==> src/rtl/vga_640x480_timing.sv <==
// Free-running VGA timing generator: pixel/line counters advanced on a pixel strobe,
// with sync, visible-area and event flags decoded combinationally from the counters.
module vga_640x480_timing #(
   parameter int unsigned H_ACTIVE = 640,
   parameter int unsigned H_FP     = 16,
   parameter int unsigned H_SYNC   = 96,
   parameter int unsigned H_BP     = 48,
   parameter int unsigned V_ACTIVE = 480,
   parameter int unsigned V_FP     = 10,
   parameter int unsigned V_SYNC   = 2,
   parameter int unsigned V_BP     = 33
) (
   input  logic       i_clk,
   input  logic       i_rst,
   input  logic       i_pix_stb,
   output logic       o_hs,
   output logic       o_vs,
   output logic [9:0] o_x,
   output logic [8:0] o_y,
   output logic       o_active,
   output logic       o_blanking,
   output logic       o_screenend,
   output logic       o_animate
);

   localparam logic [9:0] H_ACT        = 10'(H_ACTIVE);
   localparam logic [9:0] H_SYNC_START = 10'(H_ACTIVE + H_FP);
   localparam logic [9:0] H_SYNC_END   = 10'(H_ACTIVE + H_FP + H_SYNC);
   localparam logic [9:0] H_LAST       = 10'(H_ACTIVE + H_FP + H_SYNC + H_BP - 1);
   localparam logic [9:0] V_ACT        = 10'(V_ACTIVE);
   localparam logic [9:0] V_SYNC_START = 10'(V_ACTIVE + V_FP);
   localparam logic [9:0] V_SYNC_END   = 10'(V_ACTIVE + V_FP + V_SYNC);
   localparam logic [9:0] V_LAST       = 10'(V_ACTIVE + V_FP + V_SYNC + V_BP - 1);
   localparam logic [9:0] H_ANIM       = 10'(H_ACTIVE - 1);
   localparam logic [9:0] V_ANIM       = 10'(V_ACTIVE - 1);
   localparam logic [8:0] Y_CLAMP      = 9'(V_ACTIVE - 1);

   logic [9:0] h_cnt_reg, h_cnt_next;
   logic [9:0] v_cnt_reg, v_cnt_next;
   logic       h_visible, v_visible;

   always_ff @(posedge i_clk) begin
      if (i_rst) begin
         h_cnt_reg <= '0;
         v_cnt_reg <= '0;
      end else begin
         h_cnt_reg <= h_cnt_next;
         v_cnt_reg <= v_cnt_next;
      end
   end

   always_comb begin
      h_cnt_next = h_cnt_reg;
      v_cnt_next = v_cnt_reg;
      if (i_pix_stb) begin
         if (h_cnt_reg == H_LAST) begin
            h_cnt_next = '0;
            v_cnt_next = (v_cnt_reg == V_LAST) ? '0 : v_cnt_reg + 10'd1;
         end else begin
            h_cnt_next = h_cnt_reg + 10'd1;
         end
      end
   end

   assign h_visible = (h_cnt_reg < H_ACT);
   assign v_visible = (v_cnt_reg < V_ACT);

   assign o_hs        = ~((h_cnt_reg >= H_SYNC_START) && (h_cnt_reg < H_SYNC_END));
   assign o_vs        = ~((v_cnt_reg >= V_SYNC_START) && (v_cnt_reg < V_SYNC_END));
   assign o_active    = h_visible && v_visible;
   assign o_blanking  = ~(h_visible && v_visible);
   // Clamped coordinates keep frame-buffer indices legal during blanking.
   assign o_x         = h_visible ? h_cnt_reg : '0;
   assign o_y         = v_visible ? v_cnt_reg[8:0] : Y_CLAMP;
   assign o_screenend = (h_cnt_reg == H_LAST) && (v_cnt_reg == V_LAST);
   assign o_animate   = (h_cnt_reg == H_ANIM) && (v_cnt_reg == V_ANIM);

endmodule

==> config.mk <==
export PLATFORM = sky130hd
export DESIGN_NAME = vga_640x480_timing
export DESIGN_NICKNAME = d
export VERILOG_FILES = /design/src/rtl/vga_640x480_timing.sv
export SDC_FILE = /design/constraint.sdc
export NUM_CORES = 1
export LEC_CHECK = 0
export CAP_MARGIN = 10
export CORE_ASPECT_RATIO = 0.7
export CORE_UTILIZATION = 53
export CTS_CLUSTER_SIZE = 30
export DETAILED_ROUTE_END_ITERATION = 6
export PLACE_DENSITY_LB_ADDON = 0.05
export RECOVER_POWER = 50
export SYNTH_ARGS = -nofsm -noshare
export SYNTH_HDL_FRONTEND = slang
export SYNTH_SLANG_ARGS = --single-unit
==> constraint.sdc <==
create_clock -name i_clk -period 2.79 [get_ports i_clk]
set_clock_uncertainty 0.05 [all_clocks]
set_input_delay 0.837 -clock i_clk [delete_from_list [all_inputs] [get_ports i_clk]]
set_output_delay 0.837 -clock i_clk [all_outputs]
set_load 0.03 [all_outputs]
==> summary.txt, run 1 <==
Outcome = complete, no violations
Post-synth top flop = dfxtp_1
HP Class = flop to flop
TritonRoute pass-1 iters = 5
Yosys top cell area share = 0.322
PortBufs = 27
DRT iter0 DRCs = 106
Setup-failing EPs final = 0
Area Growth Syn to Fin = 32.8%
Via density = 5.86
Hold_ws = 498 ps
Syn nets = 166
Pre-CTS setup slack = 118 ps
Routed via count = 1343
Distinct cells, synth = 39
DRC = 0
Critical Path AT = 2840 ps
Inserted Diodes = 0
Least-Margin Pin Slew = 764 ps
Total Routing Usage GR = 0.317
Critical path endpoint category = flop
Max incr delay on CP = 630 ps
Die Y = 42.5 µm
Final Total Pwr = 0.565 mW
Final hold violation count = 0
Setup TNS = 0 ps
CTS tree = yes
Final WL = 3610 µm
DR WL/cell = 15.8 µm
Cell Area, Synth = 1240 µm²
CP Cell Sequence = dlygate4sd3_1 > and2_0 > nand4_1 > clkbuf_2 > o21bai_1 > nor2_1
Peak supply drop = 0.000328 V
Clk_lat worst skew = 320 ps
CTS Buffer Depth = 2
Vias in the first global route = 1176
Rows = 14
Commonest non-fill, non-tap cell in the layout = dfxtp_1
Ys async rst share = 0
Setup slack after layout = 70.4 ps
Synth warn = 0
Die area = 2550 µm²
Synth Instances = 159
Largest net degree at the start of global routing = 13
Final Cycle Share = 0.975
Final Max Slew Viols = 0
Syn Area/Cell = 7.82 µm²
CP max FO = 9
Antenna violations before repair = 0
Dominant cell type by area after synthesis = dfxtp_1
Post-CTS setup buffer count = 0
Die Wd = 59.9 µm
Post-synthesis sequential area ratio = 0.322
Number of synthesized flops with an enable pin = 0
Initial Util = 0.568
WP data required = 2910 ps
Critical path class = input port to flop
Pleak = 0.708 nW
DPL Wire Length = 2690 µm
Power Density = 342 nW/µm²
Hold_sp = v_cnt_reg[5]
RSZ-0062 raised after global routing = false
Critical Path Source Type = input port
Synth top area cells = dfxtp_1, nand3_1, and2_1
Fmax = 368 MHz
GRT overflow = 0
Total CTS buffers = 3
Post-cts resize count = 19
Fin crit period = 2720 ps
Core area = 2190 µm²
Clock-pin slew on the worst setup and hold paths = 130 ps
H-tree levels = 1
Layout fillers = 184
Cts hold-fix bufs = 0
I/O Pins = 28
GP Congestion = 0.893
Global-route wire length before repair = 5790 µm
Share of layout cells above drive strength 1 = 0.137
Worst r2r src = h_cnt_reg[8]
Nets = 205
Max cap viols = 0
Most frequent cells in the layout = dfxtp_1, nand3_1, dlygate4sd2_1, buf_4
Yosys reg bits = 20
CP max stage cell = o21bai_1
Worst Setup SP = i_pix_stb
Routed Antenna Nets = 0
# clock sinks = 20
Clk root buf = clkbuf_4
Slew headroom = 0.489
worst max-delay path, delay by kind of cell:
family | cells | cell delay [ps]
AOI/OAI and AO/OA | 1 | 630
buffers and inverters | 2 | 830
and+or+nand+nor | 3 | 550
final timing paths:
| kind | to | slack [ps] | cells past startpoint |
|---|---|---|---|
| worst max-delay path | v_cnt_reg[0] | 70 | 6 |
| worst min-delay path | v_cnt_reg[5] | 500 | 2 |
| worst max register to register | v_cnt_reg[0] | 510 | 5 |
| worst min register to register | v_cnt_reg[5] | 500 | 2 |
cell families (layout without fill, tap and decap cells):
family / count (synthesis) / in the layout / share of synthesized area
simple gates: 89 / 89 / 0.416
compound gates: 21 / 21 / 0.0996
flops: 20 / 20 / 0.322
buf+inv: 16 / 54 / 0.0594
xor+xnor: 9 / 9 / 0.0634
fa+ha+maj: 4 / 4 / 0.0402
where the power goes:
group | switching (mW) | internal (mW)
Combinational | 0.0199 | 0.0132
Sequential | 0.00124 | 0.288
Clock | 0.0976 | 0.145
Total | 0.119 | 0.446
synth_stat cells (2+ instances only):
library cell   n
a21oi_1       11
nand3_1       13
o21ai_0        4
or3_1          6
nor3b_1        2
inv_1          7
nand2_1       11
buf_2          3
o31ai_1        2
clkbuf_1       3
or2_2          3
xor2_1         3
nor3_1        10
nand2b_1       2
nand4_1        6
and2_1         9
and4_1         2
dfxtp_1       20
and3_1         2
clkbuf_2       2
ha_1           4
xnor2_1        6
nor2_1        12
through the flow:
stage | util | instances | area (µm²)
floorplan | - | 159 | 1240
finish | 0.754 | 229 | 1650
global placement | 0.743 | 225 | 1630
global route | 0.754 | 229 | 1650
detailed placement | 0.743 | 225 | 1630
CTS | 0.766 | 229 | 1680
cell type report:
type,instances,area (µm²),share of cell area
tap,32,40.0,0.0242
sequential,20,402,0.243
clock buffer,3,22.5,0.0136
multi-input combinational,123,773,0.468
timing repair buffer,43,358,0.217
clock inverter,1,30.0,0.0182
inverter,7,26.3,0.0159
routing by layer:
metal | wire length, µm | part of all wire | track usage | vias to the layer above
met5 | 0 | 0 | 0 | -
met4 | 56 | 0.016 | 0.0465 | 0
met3 | 466 | 0.13 | 0.0741 | 11
met2 | 1630 | 0.45 | 0.504 | 96
met1 | 1460 | 0.40 | 0.442 | 599
li1 | - | - | - | 637
Note: power is estimated with default switching activity, not from simulation.
==> inputs of run 2 (changes only) <==
--- a/config.mk
+++ b/config.mk
@@ -7,9 +7,10 @@
 export LEC_CHECK = 0
 export CAP_MARGIN = 10
 export CORE_ASPECT_RATIO = 0.7
-export CORE_UTILIZATION = 53
+export CORE_UTILIZATION = 49
 export CTS_CLUSTER_SIZE = 30
 export DETAILED_ROUTE_END_ITERATION = 6
+export GPL_ROUTABILITY_DRIVEN = 0
 export PLACE_DENSITY_LB_ADDON = 0.05
 export RECOVER_POWER = 50
 export SYNTH_ARGS = -nofsm -noshare
==> constraint.sdc (replaced) <==
create_clock -name i_clk -period 2.91 [get_ports i_clk]
set_clock_uncertainty 0.05 [all_clocks]
set_input_delay 0.873 -clock i_clk [delete_from_list [all_inputs] [get_ports i_clk]]
set_output_delay 0.873 -clock i_clk [all_outputs]
set_load 0.03 [all_outputs]
==> run 2 against run 1 <==
  * Global-route usage fell by 7.4 points
  * Power down 16%
  * Sequential cell count stayed put
  * First-iteration DRC count fell by 46%
  * Non-clock buffer count shrank 5
  * Clock power is 31% lower
  * Count of clock-buffer cells in the layout up 1
  * Sequential share of layout area increased by 0.53 points
  * Critical path depth shrank 1
  * Critical path type is now flop to output pin
  * Largest cell class unchanged
==> summary.txt, run 2 (synthesized netlist as in run 1, its figures left out) <==
Outcome = complete, no violations
Total Routing Usage GR = 0.243 (-0.0735)
Critical path endpoint category = output pin
Routed Antenna Nets = 0 (unchanged)
Slew headroom = 0.511 (+0.0214)
H-tree levels = 1 (unchanged)
Nets = 200 (-2.4%)
Final Max Slew Viols = 0 (unchanged)
Area of the multi-input gates = 786 µm² (+1.6%)
Clk_lat worst skew = 310 ps (about the same)
Critical Path AT = 1910 ps (-930 ps)
Most frequent cells in the layout = dfxtp_1, clkdlybuf4s50_1, nand3_1
Critical path class = flop to output pin
TritonRoute pass-1 iters = 4 (-1)
Cts hold-fix bufs = 0 (unchanged)
Final hold violation count = 0 (unchanged)
DPL Wire Length = 2420 µm (-10%)
DR WL/cell = 13.8 µm (-12%)
Clk root buf = clkbuf_4
PortBufs = 27 (unchanged)
Final WL = 3090 µm (-14%)
Area Growth Syn to Fin = 30.0%
Rows = 14 (unchanged)
Routed via count = 1258 (-6.3%)
GRT overflow = 0 (unchanged)
Max cap viols = 0 (unchanged)
Die Y = 44.2 µm (+3.8%)
CTS Buffer Depth = 2 (unchanged)
Pleak = 0.615 nW (-13%)
# clock sinks = 20 (unchanged)
Layout Cells excl Fill = 224 (-2.2%)
CP max FO = 7 (-2)
DRT iter0 DRCs = 57 (-46%)
Least-Margin Pin Slew = 732 ps (-32.0 ps)
DRC = 0 (unchanged)
Die Wd = 62.2 µm (+3.9%)
Hold_ws = 486 ps (-12.5 ps)
CTS tree = yes
Clock-pin slew on the worst setup and hold paths = 120 ps (about the same)
Antenna violations before repair = 0 (unchanged)
Initial Util = 0.546 (-0.0218)
HP Class = flop to flop
Commonest non-fill, non-tap cell in the layout = dfxtp_1
Vias in the first global route = 1076 (-8.5%)
I/O Pins = 28 (unchanged)
Register Area = 402 µm² (unchanged)
RSZ-0062 raised after global routing = false
R2R cell count = 5 (unchanged)
Inserted Diodes = 0 (unchanged)
Critical Path Source Type = flop
Fin crit period = 2830 ps
WP data required = 1990 ps (-920 ps)
Post-Place Cells = 220 (-2.2%)
Layout fillers = 195 (+6.0%)
Fmax = 353 MHz
Peak supply drop = 0.000300 V (-8.5%)
Final Cycle Share = 0.973
Total CTS buffers = 3 (unchanged)
Core area = 2280 µm² (+4.0%)
Global-route wire length before repair = 5150 µm (-11%)
Largest net degree at the start of global routing = 15 (+2)
Power Density = 292 nW/µm² (-15%)
Die area = 2750 µm² (+7.8%)
Setup-failing EPs final = 0 (unchanged)
Via density = 5.62 (-4.2%)
Hold Path Depth = 2 (unchanged)
Share of layout cells above drive strength 1 = 0.115 (-0.0225)
[run 2: changes by cell type in the layout (fill, tap and decap cells not counted), moves of 3 or more]
cell             before  now
clkdlybuf4s50_1       6   17
dlygate4sd2_1        12    4
dlymetal6s2s_1        5    2
buf_4                12    7
[run 2: timing repair]
action | CTS | global route
setup endpoints to repair | 14 | 12
pin swaps | 0 | 1
setup buffers | 0 | 0
resized for setup | 9 | 6
[run 2: metrics by stage]
step           cell area (µm²)  TNS [ps]  setup slack (ps)  power [mW]  utilization
3_5_place_dp              1590         0              68.5       0.313        0.698
2_1_floorplan             1240         0               123       0.299            -
5_1_grt                   1620         0             0.884       0.489        0.710
6_report                  1620         0              77.3       0.472        0.710
4_1_cts                   1630     -4.60             -4.60       0.474        0.715
3_3_place_gp              1590         0               193       0.312        0.698
[run 2: power breakdown]
part	switching, mW	total [mW]	leakage, nW	internal (mW)
sequential	0.00296	0.279	0.162	0.276
clock	0.0902	0.167	0.0210	0.0764
combinational	0.0158	0.0269	0.433	0.0111
[run 2: cell type report]
class                           count  share of cell area
Clock buffer                        4              0.0224
Inverter                            7              0.0163
Multi-Input combinational cell    123               0.486
Sequential cell                    20               0.248
Tap cell                           32              0.0248
Timing Repair Buffer               38               0.202
[run 2: critical path: stages (launching register included)]
cell,delay (ps)
dfxtp_1,460
nand2_1,120
nor2_1,180
nor2_2,90
nand2_1,90
clkdlybuf4s50_1,660
[run 2: path summary, 6_finish.rpt]
kind | startpoint | end | slack, ps
worst min-delay path | v_cnt_reg[5] | v_cnt_reg[5] | 490
worst min register to register | v_cnt_reg[5] | v_cnt_reg[5] | 490
worst max register to register | h_cnt_reg[1] | v_cnt_reg[0] | 770
worst max-delay path | v_cnt_reg[6] | o_y[0] | 80
[run 2: per-layer routing]
metal | GRT usage | part of all wire | vias up
met4 | 0.0419 | 0.0042 | 0
met3 | 0.0541 | 0.053 | 2
met1 | 0.358 | 0.52 | 592
met5 | 0 | 0 | -
li1 | - | - | 627
met2 | 0.369 | 0.43 | 37
